`config.mk`:
```
export PLATFORM = sky130hd
export DESIGN_NAME = inst_dispatch_ctrl
export DESIGN_NICKNAME = d
export VERILOG_FILES = /design/src/rtl/inst_dispatch_ctrl.sv
export SDC_FILE = /design/constraint.sdc
export NUM_CORES = 1
export LEC_CHECK = 0
export BUFFER_PORTS_ARGS = -buffer_cell sky130_fd_sc_hd__buf_2
export CAP_MARGIN = 5
export CORE_MARGIN = 3
export CORE_UTILIZATION = 47
export DETAILED_ROUTE_END_ITERATION = 8
export GPL_TIMING_DRIVEN = 0
export PLACE_DENSITY = 0.8
export SYNTH_ARGS = -nofsm -noshare
export SYNTH_HDL_FRONTEND = slang
export SYNTH_SLANG_ARGS = --single-unit
```
`constraint.sdc`:
```
create_clock -name clk -period 2.3 [get_ports clk]
set_input_delay 0.23 -clock clk [delete_from_list [all_inputs] [get_ports clk]]
set_output_delay 0.23 -clock clk [all_outputs]
set_load 0.05 [all_outputs]
```
`src/rtl/inst_dispatch_ctrl.sv`:
```
// Instruction dispatch controller: pops one word from the instruction FIFO, holds it for decode,
// starts the raster or fill engine, and waits for its done under a watchdog.
module inst_dispatch_ctrl #(
    parameter int unsigned TIMEOUT_CYCLES = 1024,
    parameter int unsigned CNT_BITS       = 16
) (
    input  logic                clk,
    input  logic                n_rst,
    input  logic                fifo_empty,
    input  logic [81:0]         fifo_data,
    output logic                fifo_r_enable,
    input  logic                halt,
    input  logic                raster_done,
    input  logic                fill_done,
    input  logic                clear_err,
    output logic [81:0]         inst_word,
    output logic                raster_start,
    output logic                fill_start,
    output logic                busy,
    output logic                timeout_err,
    output logic [CNT_BITS-1:0] inst_count
);

    localparam int unsigned WD_BITS = (TIMEOUT_CYCLES > 2) ? $clog2(TIMEOUT_CYCLES) : 1;

    typedef enum logic [2:0] {
        S_IDLE,
        S_FETCH,
        S_LOAD,
        S_DISPATCH,
        S_WAIT
    } state_t;

    state_t                r_state;
    state_t                w_next;
    logic [81:0]           r_word;
    logic [WD_BITS-1:0]    r_wdog;
    logic [CNT_BITS-1:0]   r_count;
    logic                  r_err;
    logic                  w_done_sel;
    logic                  w_expire;

    // Only the engine selected by inst_type may end the WAIT state.
    always_comb begin
        w_next        = r_state;
        w_done_sel    = r_word[81] ? fill_done : raster_done;
        w_expire      = (r_wdog == WD_BITS'(TIMEOUT_CYCLES - 1));
        fifo_r_enable = 1'b0;
        raster_start  = 1'b0;
        fill_start    = 1'b0;
        busy          = (r_state != S_IDLE);
        case (r_state)
            S_IDLE: begin
                if (!fifo_empty && !halt) w_next = S_FETCH;
            end
            S_FETCH: begin
                fifo_r_enable = 1'b1;
                w_next        = S_LOAD;
            end
            S_LOAD: begin
                w_next = S_DISPATCH;
            end
            S_DISPATCH: begin
                raster_start = !r_word[81];
                fill_start   = r_word[81];
                w_next       = S_WAIT;
            end
            S_WAIT: begin
                if (w_done_sel || w_expire) w_next = S_IDLE;
            end
            default: w_next = S_IDLE;
        endcase
    end

    always_ff @(posedge clk) begin
        if (!n_rst) begin
            r_state <= S_IDLE;
            r_word  <= '0;
            r_wdog  <= '0;
            r_count <= '0;
            r_err   <= 1'b0;
        end else begin
            r_state <= w_next;
            if (r_state == S_LOAD) r_word <= fifo_data;

            if (r_state == S_DISPATCH) begin
                r_wdog <= '0;
            end else if (r_state == S_WAIT && !w_done_sel && !w_expire) begin
                r_wdog <= r_wdog + 1'b1;
            end

            if (r_state == S_WAIT && w_done_sel) r_count <= r_count + 1'b1;

            // A timeout on the same cycle as clear_err leaves the flag set.
            if (r_state == S_WAIT && !w_done_sel && w_expire) begin
                r_err <= 1'b1;
            end else if (clear_err) begin
                r_err <= 1'b0;
            end
        end
    end

    assign inst_word   = r_word;
    assign timeout_err = r_err;
    assign inst_count  = r_count;

endmodule

```
=== Yosys cells after proc, flatten, opt, wreduce, memory -nomap -nowiden ===
Cells that the tools add are included.

* Register bits after elaboration: 112
* RAM bits: 0
* Word-level logic and storage cells: 40
* Output and inout bits: 103
* Memory bits (read-only): 0
* Memories kept: 0
* Latch bits: 0

* Muxes and demuxes: 9
* Multipliers: 0
* Order comparisons: 0
* Equal/unequal tests: 7
* Shifts and indexed selects: 0
* Reductions and logical operators: 16
* Divide/modulo/power cells: 0
* $add $sub $neg: 2
* Bitwise gates (word level): 1

{| class="wikitable"
|+ Operator list
! kind !! count
|-
| 16-bit by 1-bit adder with 16-bit output, second input constant || 1
|-
| 3-bit case mux with 5 select lines || 1
|-
| 10-bit by 1-bit adder with 10-bit output, second input constant || 1
|-
| 10-bit equality test, second input constant || 1
|-
| 3-bit by 2-bit equality test with 1-bit output, second input constant || 2
|-
| 1-bit 2-to-1 mux || 6
|-
| 3-bit 2-to-1 mux || 2
|-
| 1-bit logical AND || 5
|-
| 1-bit logical NOT || 5
|-
| 2-bit != test, second input constant || 2
|-
| 3-bit by 1-bit equality test with 1-bit output, second input constant || 1
|-
| 3-bit equality test, second input constant || 1
|-
| 3-bit logical NOT || 1
|-
| 3-bit nonzero test || 1
|-
| 2-bit AND reduction || 1
|-
| 2-bit nonzero test || 1
|-
| 2-bit OR reduction || 1
|-
| 1-bit logical OR || 1
|-
| 1-bit inverter || 1
|}

=== Longest topological paths before layout ===
Gate-level depths: netlist (run 1).

* Depth after elaboration: 5
* Depth in mapped cells: 7

=== Least setup slack after synthesis (run 1) ===
OpenSTA, ideal clock, no wires.

* Path type: reg-to-reg
* From: register r_word[81] (netlist: inst_word[81])
* To: register r_wdog[5]
* Data required time: 2.241 ns
* Setup time: 0.059 ns
* Setup slack: 0.140 ns
* Path buffers: 0
* Arrival time: 2.101 ns
* Cell stages (with the launch flop): 5
* Cell sequence: dfxtp_1 -> mux2_2 -> or4_1 -> or4_1 -> nand2_1

* Longest elaborated chain between the ends: 4

{| class="wikitable"
|+ RTL lines
! item !! RTL line !! source
|-
| from (decl) || 36 || <nowiki>logic [81:0] r_word;</nowiki>
|-
| from (signal assigned) || 84 || <nowiki>if (r_state == S_LOAD) r_word <= fifo_data;</nowiki>
|-
| 1-bit 2-to-1 mux || 46 || <nowiki>w_done_sel = r_word[81] ? fill_done : raster_done;</nowiki>
|-
| 1-bit logical NOT || 88 || <nowiki>end else if (r_state == S_WAIT && !w_done_sel && !w_expire) begin</nowiki>
|-
| 1-bit logical AND (2 in series) || 88 ||
|-
| to (signal assigned) || 89 || <nowiki>r_wdog <= r_wdog + 1'b1;</nowiki>
|-
| to (decl) || 37 || <nowiki>logic [WD_BITS-1:0] r_wdog;</nowiki>
|}

No other way between the ends.
A chain may end at the register's enable or synchronous reset.

=== Worst setup path after layout (run 1) ===
* From: register r_state[2]
* To: register r_count[7] (netlist: inst_count[7])

* Longest elaborated chain between the ends: 2

{| class="wikitable"
|+ RTL lines
! item !! RTL line !! source
|-
| from (decl) || 34 || <nowiki>state_t r_state;</nowiki>
|-
| from (signal assigned) || 83 || <nowiki>r_state <= w_next;</nowiki>
|-
| 3-bit equality test || 92 || <nowiki>if (r_state == S_WAIT && w_done_sel) r_count <= r_count + 1'b1;</nowiki>
|-
| 1-bit logical AND || 92 ||
|-
| to (signal assigned) || 92 ||
|-
| to (decl) || 38 || <nowiki>logic [CNT_BITS-1:0] r_count;</nowiki>
|}

No other way between the ends.

==> results.py, run 1 <==
metrics = {
    "yosys": {
        "syn-cell-area_um2": 4237,
        "async_reset_ff_frac": 0,
        "synth.net_count": 619,
        "ys_ff_latch": 112,
        "synth_ff_type": "dfxtp_1",
        "synth_top_area_share": 0.5292,
        "synth_top_cell_by_area": "dfxtp_1",
        "ys_types": 37,
        "yosys_warnings": 0,
        "avgSynthCellArea_um2": 8.024,
        "syn-instance-count": 528,
        "synth_edf_count": 0,
        "synth_area_leaders": "dfxtp_1 (53%), nand2_1 (16%), a21oi_1 (12%), clkbuf_1 (2.7%), or4_1 (2.3%)",
        "ys_seq_area_frac": 0.5292,
    },
    "power_and_ir_drop": {
        "ir_drop_v": 0.0004258,
        "powerDensity_nw_per_um2": 736.3,
        "leakage_uw": 0.002381,
    },
    "setup_path": {
        "critPathKind": "reg -> reg",
        "cp.required_ns": 2.60,
        "cp-start-kind": "register",
        "critPathMaxFanout": 10,
        "endpoint_kind": "register",
        "arrival_ns": 2.32,
    },
    "floorplanning": {
        "fp.dieH_um": 100.9,
        "start_util": 0.4858,
        "rows": 34,
        "dieArea_um2": 10190,
        "ios": 192,
        "coreArea_um2": 8721,
        "die_x_um": 100.9,
    },
    "final_layout": {
        "num-nets-final": 821,
        "antenna_cells": 0,
        "ff_latch_area_um2": 2242,
        "fillers": 785,
        "final_cell_area_um2": 5542,
        "drive_above_1_share": 0.2884,
        "multi_input_area_um2": 1833,
        "area_growth_pct": 30.80,
    },
    "place": {
        "gp_congestion": 0.8905,
        "portBuffers": 191,
        "pre_cts_ws_ns": 0.3168,
        "dpl.hpwl_mm": 9.130,
        "place_area_um2": 5328,
    },
    "sta": {
        "rsz0062_at_grt": "no",
        "finClkSkew_ns": 0.01211,
        "finalHoldViolCount": 0,
        "setup_tns_ns": 0,
        "setup_slack_ns": 0.2788,
        "finalMaxSlewViolations": 0,
        "post-route-period-util": 0.8788,
        "setup_viol": 0,
        "relSlewSlack": 0.6248,
        "worst_slew_pin_slew_ns": 0.5628,
        "min_period_ns": 2.021,
        "fmax_mhz": 494.8,
    },
    "grt": {
        "grt_usage": 0.2318,
        "antenna_found_initial": 0,
        "grt_overflow": 0,
        "grt_max_degree": 19,
        "first_global_vias": 3972,
        "grt_pass1_wl_mm": 19.07,
    },
    "route": {
        "drtAntennaViolNets": 0,
        "viasPerCell": 5.142,
        "vias": 4335,
        "detail_route.wl_per_cell_um": 14.31,
        "dr.pass1.iters": 4,
        "dr.first_iter.drc_count": 122,
        "wirelength_mm": 12.06,
        "drc": 0,
    },
    "clocking": {
        "cts_htree_levels": 3,
        "post_cts_resized": 0,
        "ctsRootBufferMaster": "clkbuf_8",
        "cts.clk_slew.worst_paths_ns": 0.11,
        "clock_sinks": 112,
        "cts_buffers": 9,
        "clk_path_buf_depth": 2,
        "clock_latency_ns": 0.36,
        "cts_hold_buf": 0,
        "postCtsSetupBuffers": 0,
        "cts_tree": "done",
    },
    "worst_hold_path": {
        "hp-class": "in -> reg",
    },
    "run_status": {
        "status": "finished clean",
    },
    "run": {
        "drv_cap": 0,
    },
}
==> worst max-delay path: stages, from the launching register on <==
cell      delay [ns]
dfxtp_1         0.44
nor3b_2         0.45
nand4_1         0.26
clkbuf_1        0.29
or3_1           0.37
a21oi_1         0.14
==> final timing paths <==
path | depth (start not counted) | start | slack (ns) | end
setup / recovery | 5 | r_state[2] | 0.28 | inst_count[7]
hold / removal | 3 | fifo_data[76] | 0.1 | inst_word[76]
setup reg to reg | 5 | r_state[2] | 0.28 | inst_count[7]
hold reg to reg | 2 | inst_word[70] | 0.46 | inst_word[70]
==> layout by cell type (no fill, tap or decap), drive strengths merged, types with 8 or more instances in the layout <==
| cell | count |
|---|---|
| buf | 195 |
| nor2 | 8 |
| or3 | 9 |
| a21oi | 100 |
| nand3 | 9 |
| or4 | 13 |
| clkbuf | 42 |
| nand2 | 180 |
| o31ai | 9 |
| dfxtp | 112 |
==> report_power, final <==
part | internal [uW] | switching (uW) | total, uW
Combinational | 200 | 574 | 774
Clock | 572 | 664 | 1240
Sequential | 2030 | 43.1 | 2070
==> Yosys cell counts, drive strengths merged, types with 2 or more instances <==
library cell and n:
inv 5, nor3 2, or3 9, dfxtp 112, nand4 7, nor2 8, o21ai 7, and4 2
xor2 2, or4 13, clkbuf 31, nand2 180, mux2i 3, o31ai 9, and2 5, nand3 9
o211ai 2, ha 2, buf 4, a21oi 100, nor3b 2, xnor2 2
==> sequential cells by signal (all words and copies together) (netlist names) <==
name and cells:
inst_count 16, inst_word 82, timeout_err 1, r_state 3, r_wdog 10
==> metrics by stage <==
stage                     power (uW)  hold WS, ns  instances  utilization
after CTS                       4108      0.07935        843       0.6354
final                           4080      0.09634        843       0.6354
after floorplan                 2648       0.3478        528            -
after global routing            4273      0.06738        843       0.6354
after detailed placement        2889       0.4439        827       0.6109
after global placement          2873       0.4385        827       0.6109
==> cells by family after synthesis <==
kind of cell,count (synthesis),synth area share
muxes,4,0.009746
AOI/OAI and AO/OA,124,0.1574
and+or+nand+nor,242,0.2513
buffers and inverters,40,0.03810
adders and majority gates,2,0.005906
DFF,112,0.5292
xor gates and xnor gates,4,0.008271
==> final cells by class <==
cell class	instances	area share
inverter	5	0.003387
timing repair buffer	191	0.1725
clock buffer	11	0.02732
tap	108	0.02438
clock inverter	5	0.01129
buffer	35	0.02574
multi-input combinational	376	0.3308
sequential	112	0.4046
==> routing by layer <==
layer,up-vias,routed length (um),part of all wire,track usage
li1,2198,-,-,-
met1,1971,4807,0.40,0.2701
met2,153,6152,0.51,0.4076
met3,13,966,0.080,0.07751
met4,0,137,0.011,0.06033
met5,-,0,0,0
Note: power is estimated with default switching activity, not from simulation.
==> inputs of run 2 (changes only) <==
--- a/config.mk
+++ b/config.mk
@@ -11,7 +11,7 @@
 export CORE_UTILIZATION = 47
 export DETAILED_ROUTE_END_ITERATION = 8
 export GPL_TIMING_DRIVEN = 0
-export PLACE_DENSITY = 0.8
+export PLACE_DENSITY = 0.79
 export SYNTH_ARGS = -nofsm -noshare
 export SYNTH_HDL_FRONTEND = slang
 export SYNTH_SLANG_ARGS = --single-unit
==> run 2 against run 1 <==
Sequential share of layout area is 0.23 points higher. Clock power decreased by 13%. Non-clock buffer count is the same. First-iteration DRC count rose by 9.0%. Combinational power hardly changed. Setup slack improved by 0.039 ns.
==> results.py, run 2 (synthesis gave the netlist of run 1 again) <==
metrics = {
    "final_layout": {
        "drive_above_1_share": 0.2871,
        "final_cell_mix": "buf_2 (191), nand2_1 (180), dfxtp_1 (112)",
        "antenna_cells": 0,
        "layout_commonest_cell": "buf_2",
        "final_cell_area_um2": 5510,
        "num-nets-final": 821,
        "largest_reg_flops": 82,
        "area_growth_pct": 30.06,
        "fillers": 763,
        "multi_input_area_um2": 1833,
        "ff_latch_area_um2": 2242,
    },
    "setup_path": {
        "r2r_setup_slack_ns": 0.32,
        "crit_path_max_incr_delay_ns": 0.44,
        "cp.required_ns": 2.58,
        "cp_top_family": "simple AND/OR/NAND/NOR gates",
        "critPathBufInv": 1,
        "worstReg2RegEnd": "r_wdog[7]",
        "path_cells": "nor3b_2 -> nand2_1 -> clkbuf_1 -> nor4_1 -> mux2i_1",
        "crit_path_top_delay_cell": "dfxtp_1",
        "r2r_cells": 5,
        "cp.depth": 5,
        "critPathKind": "reg -> reg",
        "critPathMaxFanout": 10,
        "arrival_ns": 2.27,
        "cp-start-kind": "register",
        "r2r-start": "r_state[2]",
        "endpoint_kind": "register",
    },
    "route": {
        "dr.pass1.iters": 6,
        "drc": 0,
        "viasPerCell": 5.130,
        "vias": 4325,
        "wirelength_mm": 11.67,
        "drtAntennaViolNets": 0,
        "dr.first_iter.drc_count": 133,
        "detail_route.wl_per_cell_um": 13.85,
    },
    "place": {
        "place_area_um2": 5328,
        "portBuffers": 191,
        "gp_congestion": 0.8519,
        "dpl.hpwl_mm": 9.022,
    },
    "power_and_ir_drop": {
        "ir_drop_v": 0.0004814,
        "powerDensity_nw_per_um2": 711.9,
        "leakage_uw": 0.002364,
        "power_uw": 3923,
    },
    "sta": {
        "rsz0062_at_grt": "no",
        "finalHoldViolCount": 0,
        "min_period_ns": 1.983,
        "fmax_mhz": 504.4,
        "finalMaxSlewViolations": 0,
        "relSlewSlack": 0.6293,
        "worst_hold_slack_ns": 0.1018,
        "finClkSkew_ns": 0.01396,
        "setup_tns_ns": 0,
        "setup_viol": 0,
        "worst_slew_pin_slew_ns": 0.5560,
        "post-route-period-util": 0.8620,
    },
    "floorplanning": {
        "rows": 34,
        "ios": 192,
        "fp.dieH_um": 100.9,
        "die_x_um": 100.9,
        "dieArea_um2": 10190,
        "coreArea_um2": 8721,
        "start_util": 0.4858,
    },
    "clocking": {
        "postCtsSetupBuffers": 0,
        "clock_latency_ns": 0.35,
        "cts.clk_slew.worst_paths_ns": 0.11,
        "cts_hold_buf": 0,
        "clk_path_buf_depth": 2,
        "clock_sinks": 112,
        "cts_htree_levels": 3,
        "cts_tree": "done",
        "post_cts_resized": 0,
        "cts_buffers": 9,
        "ctsRootBufferMaster": "clkbuf_8",
    },
    "grt": {
        "grt_overflow": 0,
        "antenna_found_initial": 0,
        "grt_usage": 0.2213,
        "first_global_vias": 4004,
        "grt_pass1_wl_mm": 18.33,
        "grt_max_degree": 19,
    },
    "worst_hold_path": {
        "worstHoldPathCells": 3,
        "min_to": "inst_word[80]",
        "hp-start": "fifo_data[80]",
        "hp-class": "in -> reg",
    },
    "run": {
        "drv_cap": 0,
    },
    "run_status": {
        "status": "finished clean",
    },
}
## run 2: stage by stage
stage | util | instances | setup WS (ns)
3_3_place_gp | 0.6109 | 827 | 0.3746
5_1_grt | 0.6319 | 843 | 0.07231
3_5_place_dp | 0.6109 | 827 | 0.3126
6_report | 0.6319 | 843 | 0.3174
4_1_cts | 0.6319 | 843 | 0.3518
2_1_floorplan | - | 528 | 0.1397
## run 2: per-layer routing
metal | part of all wire | wire, um | up-vias | global-route usage
met5 | 0 | 0 | - | 0
met4 | 0.024 | 284 | 0 | 0.07669
met3 | 0.072 | 846 | 25 | 0.06574
met2 | 0.50 | 5819 | 136 | 0.3803
met1 | 0.40 | 4723 | 1980 | 0.2626
li1 | - | - | 2184 | -
## run 2: layout make-up
cell class	instances	area share
buffer	35	0.02589
clock buffer	11	0.02566
clock inverter	5	0.007493
inverter	5	0.003406
multi-input combinational	376	0.3327
sequential	112	0.4069
tap	108	0.02452
timing repair buffer	191	0.1735
## run 2: power breakdown
| group | internal (uW) | switching [uW] |
|---|---|---|
| clock | 433 | 650 |
| sequential | 2030 | 42.8 |
| combinational | 200 | 571 |
## run 2: worst reg2reg max path, cell delays in order, from the launching register on
cell	delay [ns]
dfxtp_1	0.44
nor3b_2	0.42
nand2_1	0.24
clkbuf_1	0.27
nor4_1	0.34
mux2i_1	0.21
## run 2: worst max path at each step
stage / endpoint / from / slack, ns
5_1_grt: r_wdog[7] / r_state[2] / 0.07
4_1_cts: r_wdog[7] / r_state[2] / 0.35
6_report: r_wdog[7] / r_state[2] / 0.32
3_3_place_gp: inst_word[18] / n_rst / 0.37
2_1_floorplan: r_wdog[5] / inst_word[81] / 0.14
3_5_place_dp: inst_word[33] / n_rst / 0.31
